==> config.mk <==
export PLATFORM = sky130hd
export DESIGN_NAME = led_frame_packer_flat
export DESIGN_NICKNAME = d
export VERILOG_FILES = /design/src/rtl/led_frame_packer_if.sv /design/src/rtl/led_frame_packer.sv /design/src/flat_wrapper.sv
export SDC_FILE = /design/constraint.sdc
export NUM_CORES = 1
export LEC_CHECK = 0
export BUFFER_PORTS_ARGS = -buffer_cell sky130_fd_sc_hd__buf_2
export CAP_MARGIN = 40
export CORE_MARGIN = 1
export CORE_UTILIZATION = 46
export CTS_BUF_LIST = sky130_fd_sc_hd__clkbuf_4
export CTS_CLUSTER_SIZE = 30
export DETAILED_ROUTE_END_ITERATION = 16
export PLACE_DENSITY = 0.75
export SLEW_MARGIN = 20
export SYNTH_ARGS = -nofsm -noshare
export SYNTH_HDL_FRONTEND = slang
export SYNTH_SLANG_ARGS = --single-unit
==> constraint.sdc <==
create_clock -name clk -period 2.55 [get_ports clk]
set_input_delay 0.6375 -clock clk [delete_from_list [all_inputs] [get_ports clk]]
set_output_delay 0.6375 -clock clk [all_outputs]
set_load 0.05 [all_outputs]
==> src/rtl/led_frame_packer_if.sv <==
// Pixel write bus for led_frame_packer.
// master: pix_valid/idx/bright/r/g/b out, pix_ready in; slave mirrors.
interface led_frame_packer_if #(
  parameter int LED_NUM = 4
);
  localparam int IDX_W = (LED_NUM > 1) ? $clog2(LED_NUM) : 1;

  logic             pix_valid;
  logic             pix_ready;
  logic [IDX_W-1:0] pix_idx;
  logic [4:0]       pix_bright;
  logic [7:0]       pix_r;
  logic [7:0]       pix_g;
  logic [7:0]       pix_b;

  modport master (
    output pix_valid,
    output pix_idx,
    output pix_bright,
    output pix_r,
    output pix_g,
    output pix_b,
    input  pix_ready
  );

  modport slave (
    input  pix_valid,
    input  pix_idx,
    input  pix_bright,
    input  pix_r,
    input  pix_g,
    input  pix_b,
    output pix_ready
  );
endinterface

==> src/rtl/led_frame_packer.sv <==
// LED frame packer: collects pixel writes into a bank, snapshots it
// on commit/refresh, strobes frame_en, then waits out a holdoff.
// Ports: clk, rstn (sync, active low), pix (pixel bus slave),
//   commit, frame_en, frame_data[LED_NUM*32], busy.
// Option: LED_PACK_GLOBAL_BRIGHT_EN adds global_bright[4:0], which
//   replaces every stored brightness when the frame is packed.
module led_frame_packer #(
  parameter int LED_NUM        = 4,
  parameter int HOLDOFF_CYCLES = 2200,
  parameter int REFRESH_CYCLES = 0
) (
  input  logic                   clk,
  input  logic                   rstn,
  led_frame_packer_if.slave      pix,
  input  logic                   commit,
`ifdef LED_PACK_GLOBAL_BRIGHT_EN
  input  logic [4:0]             global_bright,
`endif
  output logic                   frame_en,
  output logic [LED_NUM*32-1:0]  frame_data,
  output logic                   busy
);

  localparam int IDX_W = (LED_NUM > 1) ? $clog2(LED_NUM) : 1;
  localparam int HO_M  = (HOLDOFF_CYCLES > 2) ? HOLDOFF_CYCLES : 2;
  localparam int RF_M  = (REFRESH_CYCLES > 2) ? REFRESH_CYCLES : 2;
  localparam int HW    = $clog2(HO_M);
  localparam int RW    = $clog2(RF_M);
  localparam int FW    = LED_NUM * 32;

  localparam logic [HW-1:0] HOLD_LAST =
    HW'((HOLDOFF_CYCLES > 0) ? HOLDOFF_CYCLES - 1 : 0);
  localparam logic [RW-1:0] REF_LAST =
    RW'((REFRESH_CYCLES > 0) ? REFRESH_CYCLES - 1 : 0);
  localparam logic [IDX_W:0] NUM_X = (IDX_W + 1)'(LED_NUM);

  typedef enum logic [1:0] {
    S_IDLE,
    S_LOAD,
    S_FIRE,
    S_HOLD
  } state_t;

  state_t          state_q, state_d;
  logic [HW-1:0]   hold_q, hold_d;
  logic [RW-1:0]   ref_q, ref_d;
  logic            ref_tick;
  logic            pend_q, pend_d;
  logic            ready_q, ready_d;
  logic            fen_q, fen_d;
  logic            busy_q, busy_d;
  logic [FW-1:0]   data_q, data_d;
  logic [FW-1:0]   packed_w;
  logic            idx_ok;
  logic            wr_en;

  // bank entry = {bright[4:0], B, G, R}; the 3'b111 prefix is implicit
  logic [28:0]     bank_q [LED_NUM];
  logic [28:0]     bank_d [LED_NUM];

  assign idx_ok = {1'b0, pix.pix_idx} < NUM_X;
  assign wr_en  = pix.pix_valid & ready_q & idx_ok;

  always_comb begin : bank_c
    for (int i = 0; i < LED_NUM; i++) begin
      bank_d[i] = bank_q[i];
    end
    if (wr_en) begin
      bank_d[pix.pix_idx] = {pix.pix_bright, pix.pix_b,
                             pix.pix_g, pix.pix_r};
    end
  end

  // pixel 0 lands in the most significant word
  always_comb begin : pack_c
    packed_w = '0;
    for (int i = 0; i < LED_NUM; i++) begin
`ifdef LED_PACK_GLOBAL_BRIGHT_EN
      packed_w[(LED_NUM-i)*32-1 -: 32] =
        {3'b111, global_bright, bank_q[i][23:0]};
`else
      packed_w[(LED_NUM-i)*32-1 -: 32] = {3'b111, bank_q[i]};
`endif
    end
  end

  always_comb begin : ref_c
    ref_d    = '0;
    ref_tick = 1'b0;
    if (REFRESH_CYCLES > 0) begin
      ref_tick = (ref_q == REF_LAST);
      ref_d    = ref_tick ? '0 : ref_q + 1'b1;
    end
  end

  always_comb begin : fsm_c
    state_d = state_q;
    hold_d  = hold_q;
    data_d  = data_q;
    pend_d  = pend_q | commit | ref_tick;
    unique case (state_q)
      S_IDLE: begin
        if (pend_q || commit) begin
          // requests seen up to now are folded into this frame
          state_d = S_LOAD;
          pend_d  = 1'b0;
        end
      end
      S_LOAD: begin
        data_d  = packed_w;
        state_d = S_FIRE;
      end
      S_FIRE: begin
        hold_d  = '0;
        state_d = S_HOLD;
      end
      S_HOLD: begin
        if (hold_q == HOLD_LAST) begin
          state_d = S_IDLE;
        end else begin
          hold_d = hold_q + 1'b1;
        end
      end
      default: state_d = S_IDLE;
    endcase
    fen_d   = (state_d == S_FIRE);
    busy_d  = (state_d != S_IDLE);
    ready_d = (state_d != S_LOAD);
  end

  always_ff @(posedge clk) begin
    if (!rstn) begin
      state_q <= S_IDLE;
      hold_q  <= '0;
      ref_q   <= '0;
      pend_q  <= 1'b0;
      ready_q <= 1'b0;
      fen_q   <= 1'b0;
      busy_q  <= 1'b0;
      data_q  <= '0;
      for (int i = 0; i < LED_NUM; i++) begin
        bank_q[i] <= '0;
      end
    end else begin
      state_q <= state_d;
      hold_q  <= hold_d;
      ref_q   <= ref_d;
      pend_q  <= pend_d;
      ready_q <= ready_d;
      fen_q   <= fen_d;
      busy_q  <= busy_d;
      data_q  <= data_d;
      for (int i = 0; i < LED_NUM; i++) begin
        bank_q[i] <= bank_d[i];
      end
    end
  end

  assign pix.pix_ready = ready_q;
  assign frame_en      = fen_q;
  assign frame_data    = data_q;
  assign busy          = busy_q;

endmodule

==> src/flat_wrapper.sv <==
// flat-port wrapper written by rule: the top's interface ports become plain ports
module led_frame_packer_flat 
#(
  parameter int LED_NUM        = 4,
  parameter int HOLDOFF_CYCLES = 2200,
  parameter int REFRESH_CYCLES = 0
)
  (clk, rstn, commit, frame_en, frame_data, busy, pix_pix_valid, pix_pix_idx, pix_pix_bright, pix_pix_r, pix_pix_g, pix_pix_b, pix_pix_ready);
  led_frame_packer_if #(.LED_NUM(LED_NUM)) pix_i ();
  input  logic clk;
  input  logic rstn;
  input  logic commit;
  output logic frame_en;
  output logic [LED_NUM*32-1:0] frame_data;
  output logic busy;
  input wire logic [$bits(pix_i.pix_valid)-1:0] pix_pix_valid;
  input wire logic [$bits(pix_i.pix_idx)-1:0] pix_pix_idx;
  input wire logic [$bits(pix_i.pix_bright)-1:0] pix_pix_bright;
  input wire logic [$bits(pix_i.pix_r)-1:0] pix_pix_r;
  input wire logic [$bits(pix_i.pix_g)-1:0] pix_pix_g;
  input wire logic [$bits(pix_i.pix_b)-1:0] pix_pix_b;
  output wire logic [$bits(pix_i.pix_ready)-1:0] pix_pix_ready;
  assign pix_i.pix_valid = pix_pix_valid;
  assign pix_i.pix_idx = pix_pix_idx;
  assign pix_i.pix_bright = pix_pix_bright;
  assign pix_i.pix_r = pix_pix_r;
  assign pix_i.pix_g = pix_pix_g;
  assign pix_i.pix_b = pix_pix_b;
  assign pix_pix_ready = pix_i.pix_ready;
  led_frame_packer #(.LED_NUM(LED_NUM), .HOLDOFF_CYCLES(HOLDOFF_CYCLES), .REFRESH_CYCLES(REFRESH_CYCLES)) u_core (.clk(clk), .rstn(rstn), .pix(pix_i), .commit(commit), .frame_en(frame_en), .frame_data(frame_data), .busy(busy));
endmodule
==> run metrics, run 1 <==
Core Box Area 0.0202 mm²; RSZ-0062 raised after global routing false; area leader, netlist dfxtp_1; Fin Hold WS around 0.30 ns; Tcrit/Tclk final about four fifths; number of global-route vias before repair ~7500; router iterations before antenna repair 4; Total GRT Usage 22.0%; max incr delay on CP 0.47 ns; largest net degree at the start of global routing 100; Tmin final 2.06 ns; setup bufs post-CTS 0; FMAX slightly below 500 MHz; CTS-repair resized insts 0; Critical Path RT 1.91 ns; P_leak 0.00432 µW; io pins between 150 and 200; Final Util 55.6%; critical-path cell list buf_2; Layout Nets 1317; Clock Skew 0.0271 ns; accumulated negative setup slack 0 ns; Max Cap Viol 0; hold_buf cts 0; post-synth top area share 53.0%; Fin. Hold Viols 0; Tightest Pin Transition 0.645 ns; Port Buffers 165; Critical path buffers and inverters 1; CTS Root Cell clkbuf_4; slowest CP cell dfxtp_1; total clock sinks around 250; first-pass GRT wire length 37600 µm; Hold Path Class in2reg; CP startpoint kind flip-flop; Setup violations, final 0; clock buffer depth 3; DRC viols 0; outcome completed; synthesized flop and latch total about 250; WS Path Type reg2out; Post-DP Area 0.0104 mm²; Iter 0 DRT Violations ~480; post-synthesis cell area 0.00947 mm²; CTS Buf Count 68; commonest non-fill, non-tap cell in the layout nand2_1; CTS tree built; clk_lat worst skew 0.64 ns; Die ar. 0.0212 mm²; row cnt 52; Detail Placement HPWL 14800 µm; Finished Cell Area 0.0112 mm²; synthesized net count 1154; Synth cell types 41; Area growth, synth to finish 18.7%; Initial Util 46.8%; most frequent cells in the layout nand2_1, dfxtp_1, a21boi_0, buf_2, clkbuf_4; CP Max Fanout 6; total gr overflow 0; ranking of synthesized cells by area dfxtp_1, nand2_1, a21boi_0, clkbuf_1, buf_4; die height roughly 150 µm; Cells after Synth 1118; Vias/cell 4.94; family with the most delay on the worst path flip-flops; crit path capture type output pin; Peak VDD IR 0.355 mV; number of synthesis warnings 0; H-tree depth 3; clock slew at reported path FFs 0.06 ns; DRT antenna net count 0; post-synthesis sequential area ratio 53.0%; via count around 8000; die width 146 µm; average wire per standard cell 14.7 µm; ratio of cells with drive above 1 in the final layout 22.4%; RD Place Congestion 0.763; antenna violations before repair 1; Pwr Density 722 mW/mm²; routed wire length 23400 µm; Final Total Pwr a little over 8000 µW; Max-Slew Margin vs Limit 56.7%; syn avg cell area 8.47 µm²; fin. max-slew vios 0; Worst Path Arrival 1.42 ns
synth_stat cells:
cell type  count
nand3_1        3
nand2b_1       1
buf_1          5
a21oi_1        4
nor2_1        12
or3_1          2
ha_1           1
o21ai_0        2
and4b_1        1
dfxtp_1      251
xnor2_1        2
a21boi_0     214
buf_4         20
clkbuf_1      42
o41ai_1        1
o21ai_1        1
nand4b_1       2
and4_4         1
and4_1         3
xor2_1         5
o31a_1         1
nor2b_1        1
nor3_1         2
and3_1         1
nor4b_1        1
a211oi_1       1
nor3_2         1
o32ai_1        1
a21boi_1      18
inv_1          2
buf_6          2
or2_1          1
buf_2         21
nor3b_2        2
and2_1         3
o21a_1         1
nand2_2        2
o22ai_1        3
nand4_1        7
nand2_1      472
a31oi_1        2
flip-flops by register name, indices dropped and copies added (netlist names):
signal and count:
u_core.bank_q 116, u_core.busy 1, u_core.frame_data 117, u_core.frame_en 1, u_core.hold_q 12, u_core.pend_q 1
u_core.pix.pix_ready 1, u_core.state_q 2
path summary, 6_finish.rpt:
check | slack (ns) | endpoint | startpoint | depth (start not counted)
setup / recovery | 0.49 | pix_pix_ready | u_core.pix.pix_ready | 1
setup reg to reg | 0.71 | u_core.frame_data[26] | u_core.state_q[0] | 4
hold reg to reg | 0.45 | u_core.frame_data[39] | u_core.bank_q[0][65] | 2
hold / removal | 0.30 | u_core.bank_q[0][63] | pix_pix_r[5] | 3
kinds of logic (layout without fill, tap and decap cells):
group	after synthesis	count (layout)	synth area share, %
adder cells (fa/ha/maj)	1	1	0.132
AO/OA/AOI/OAI	249	249	19.5
other	0	1	0
AND/OR/NAND/NOR	518	518	21.8
XOR/XNOR	7	7	0.647
flip-flops	251	251	53.0
buffers and inverters	92	292	4.87
area by class of cell:
cell class | count | area [µm²]
clock buffers | 99 | 743
diodes | 1 | 2.50
inverters | 2 | 7.51
well taps | 270 | 338
flip-flops and latches | 251 | 5020
repair buffers | 183 | 1050
fillers | 1848 | 8990
multi-input cells | 775 | 4020
clock inverters | 8 | 57.6
layer usage:
metal	vias to the layer above	track usage [%]	share of wire, %	wire length [µm]
li1	3969	-	-	-
met1	3663	29.0	47	11100
met2	189	34.5	45	10600
met3	36	5.77	5.5	1290
met4	0	8.79	2.1	490
met5	-	0	0	0
stage by stage:
step | instances | setup WS, ns
after floorplan | 1118 | 0.808
after global placement | 1481 | 0.798
after detailed placement | 1481 | 0.711
after CTS | 1588 | 0.432
after global routing | 1589 | 0.360
final | 1589 | 0.493
power by group:
part	switching (µW)	internal [µW]
combinational	482	188
clock	1560	1860
sequential	47.8	3980
No activity file was read; power rests on OpenSTA's default activity.
==> run 2: changes to the inputs <==
==> constraint.sdc (replaced) <==
create_clock -name clk -period 1.98 [get_ports clk]
set_input_delay 0.495 -clock clk [delete_from_list [all_inputs] [get_ports clk]]
set_output_delay 0.495 -clock clk [all_outputs]
set_load 0.05 [all_outputs]
==> run 2 against run 1 <==
Compared with the run above: register-to-register slack worse by 0.52 ns; count of clock-buffer cells in the layout down 14; non-clock buffer count up 3; critical endpoint unchanged; first-iteration DRC count down 25%; clock power up 29%; sequential power up 29%; critical path depth unchanged; hold slack worse by 0.16 ns.
==> run metrics, run 2 (synthesis gave the netlist of run 1 again) <==
average wire per standard cell ~14 µm; fin. max-slew vios 0; largest net degree at the start of global routing 108; Hold Path Class in2reg; Max Cap Viol 0; commonest non-fill, non-tap cell in the layout nand2_1; first-pass GRT wire length 37400 µm; Iter 0 DRT Violations 363; Layout Nets approximately 1300; FMAX 532 MHz; hold_buf cts 0; family with the most delay on the worst path flip-flops; DRC viols 0; PnR worst setup slack 0.0998 ns; Tightest Pin Transition 0.670 ns; Core Box Area 0.0202 mm²; slowest CP cell dfxtp_1; Fin Hold WS about 0.14 ns; Critical Path RT approximately 1.5 ns; Total GRT Usage 22.0%; Setup Slack @ Placement 0.224 ns; most frequent cells in the layout nand2_1, dfxtp_1, a21boi_0, buf_2, clkbuf_4; Finished Cell Area 0.0113 mm²; Post-DP Area 0.0105 mm²; Detail Placement HPWL 14600 µm; P_leak between 0.004 and 0.005 µW; Tmin final 1.88 ns; Max-Slew Margin vs Limit a little under three fifths; crit path capture type output pin; Peak VDD IR between 0.5 and 0.6 mV; final std cells w/o fill roughly 1600; Tcrit/Tclk final 95.0%; Pwr Density 926 mW/mm²; dpl cells 1484; CTS Buf Count 66; die width roughly 150 µm; Die ar. 0.0212 mm²; clk_lat worst skew 0.65 ns; accumulated negative setup slack 0 ns; antenna violations before repair 1; Vias/cell slightly below 5; Clock Skew between 0.04 and 0.05 ns; number of global-route vias before repair between 7000 and 8000; H-tree depth 3; Area growth, synth to finish 19.1%; Fin. Hold Viols 0; router iterations before antenna repair 4; CP Max Fanout 6; Port Buffers 165; critical-path cell list buf_2; routed wire length between 20000 and 25000 µm; WS Path Type reg2out; CTS-repair resized insts 0; outcome completed; setup bufs post-CTS 0; clock slew at reported path FFs 0.07 ns; CTS Root Cell clkbuf_4; clock buffer depth 3; total clock sinks 251; io pins 166; max reg flops 117; DRT antenna net count 0; die height 146 µm; row cnt between 50 and 60; Critical path buffers and inverters 1; Setup violations, final 0; RSZ-0062 raised after global routing false; Worst Path Arrival 1.39 ns; total gr overflow 0; Initial Util roughly 47%; ratio of cells with drive above 1 in the final layout a little over a fifth; CP startpoint kind flip-flop; CTS tree built; max incr delay on CP 0.44 ns; via count 7831; RD Place Congestion 0.762
==> run 2: changes by cell type in the layout (fill, tap and decap cells not counted), sizes merged <==
cell,previous run,this run
clkinv,3,14
clkbuf,99,92
buf,183,179
bufinv,1,3
==> run 2: path summary, 6_finish.rpt <==
path                                            from               endpoint  slack [ns]  depth (start not counted)
worst max-delay path            u_core.pix.pix_ready          pix_pix_ready         0.1                          1
worst min-delay path                    pix_pix_r[5]    u_core.bank_q[0][5]        0.14                          3
worst max register to register     u_core.state_q[0]  u_core.frame_data[90]        0.19                          4
worst min register to register  u_core.bank_q[0][58]  u_core.frame_data[32]        0.44                          2
==> run 2: area by class of cell <==
cell class / instances / area [µm²]
timing repair buffer: 186 / 1090
antenna: 1 / 2.50
multi-input combinational: 775 / 4020
tap: 270 / 338
sequential: 251 / 5030
fill: 1860 / 8950
clock inverter: 21 / 160
clock buffer: 85 / 638
inverter: 2 / 7.51
==> run 2: power by group <==
group | leakage (µW) | switching (µW) | internal (µW)
clock | 0.000477 | 2020 | 2390
sequential | 0.00203 | 54.0 | 5130
combinational | 0.00181 | 621 | 245
==> run 2: per-stage QoR <==
stage / util [%] / power [µW]
after floorplan: - / 5890
after CTS: 55.7 / 10600
after global routing: 55.8 / 10900
after global placement: 51.7 / 6150
final: 55.8 / 10500
after detailed placement: 51.7 / 6150
==> run 2: metal layers <==
metal	wire length [µm]	vias up	track usage [%]
li1	-	3971	-
met1	10700	3614	28.6
met2	10500	205	34.5
met3	1420	41	6.49
met4	494	0	8.37
met5	0	-	0
==> run 2: worst min-delay path, cell delays in order <==
cell	delay, ns
buf_2	0.14
nand2_1	0.06
a21boi_0	0.06
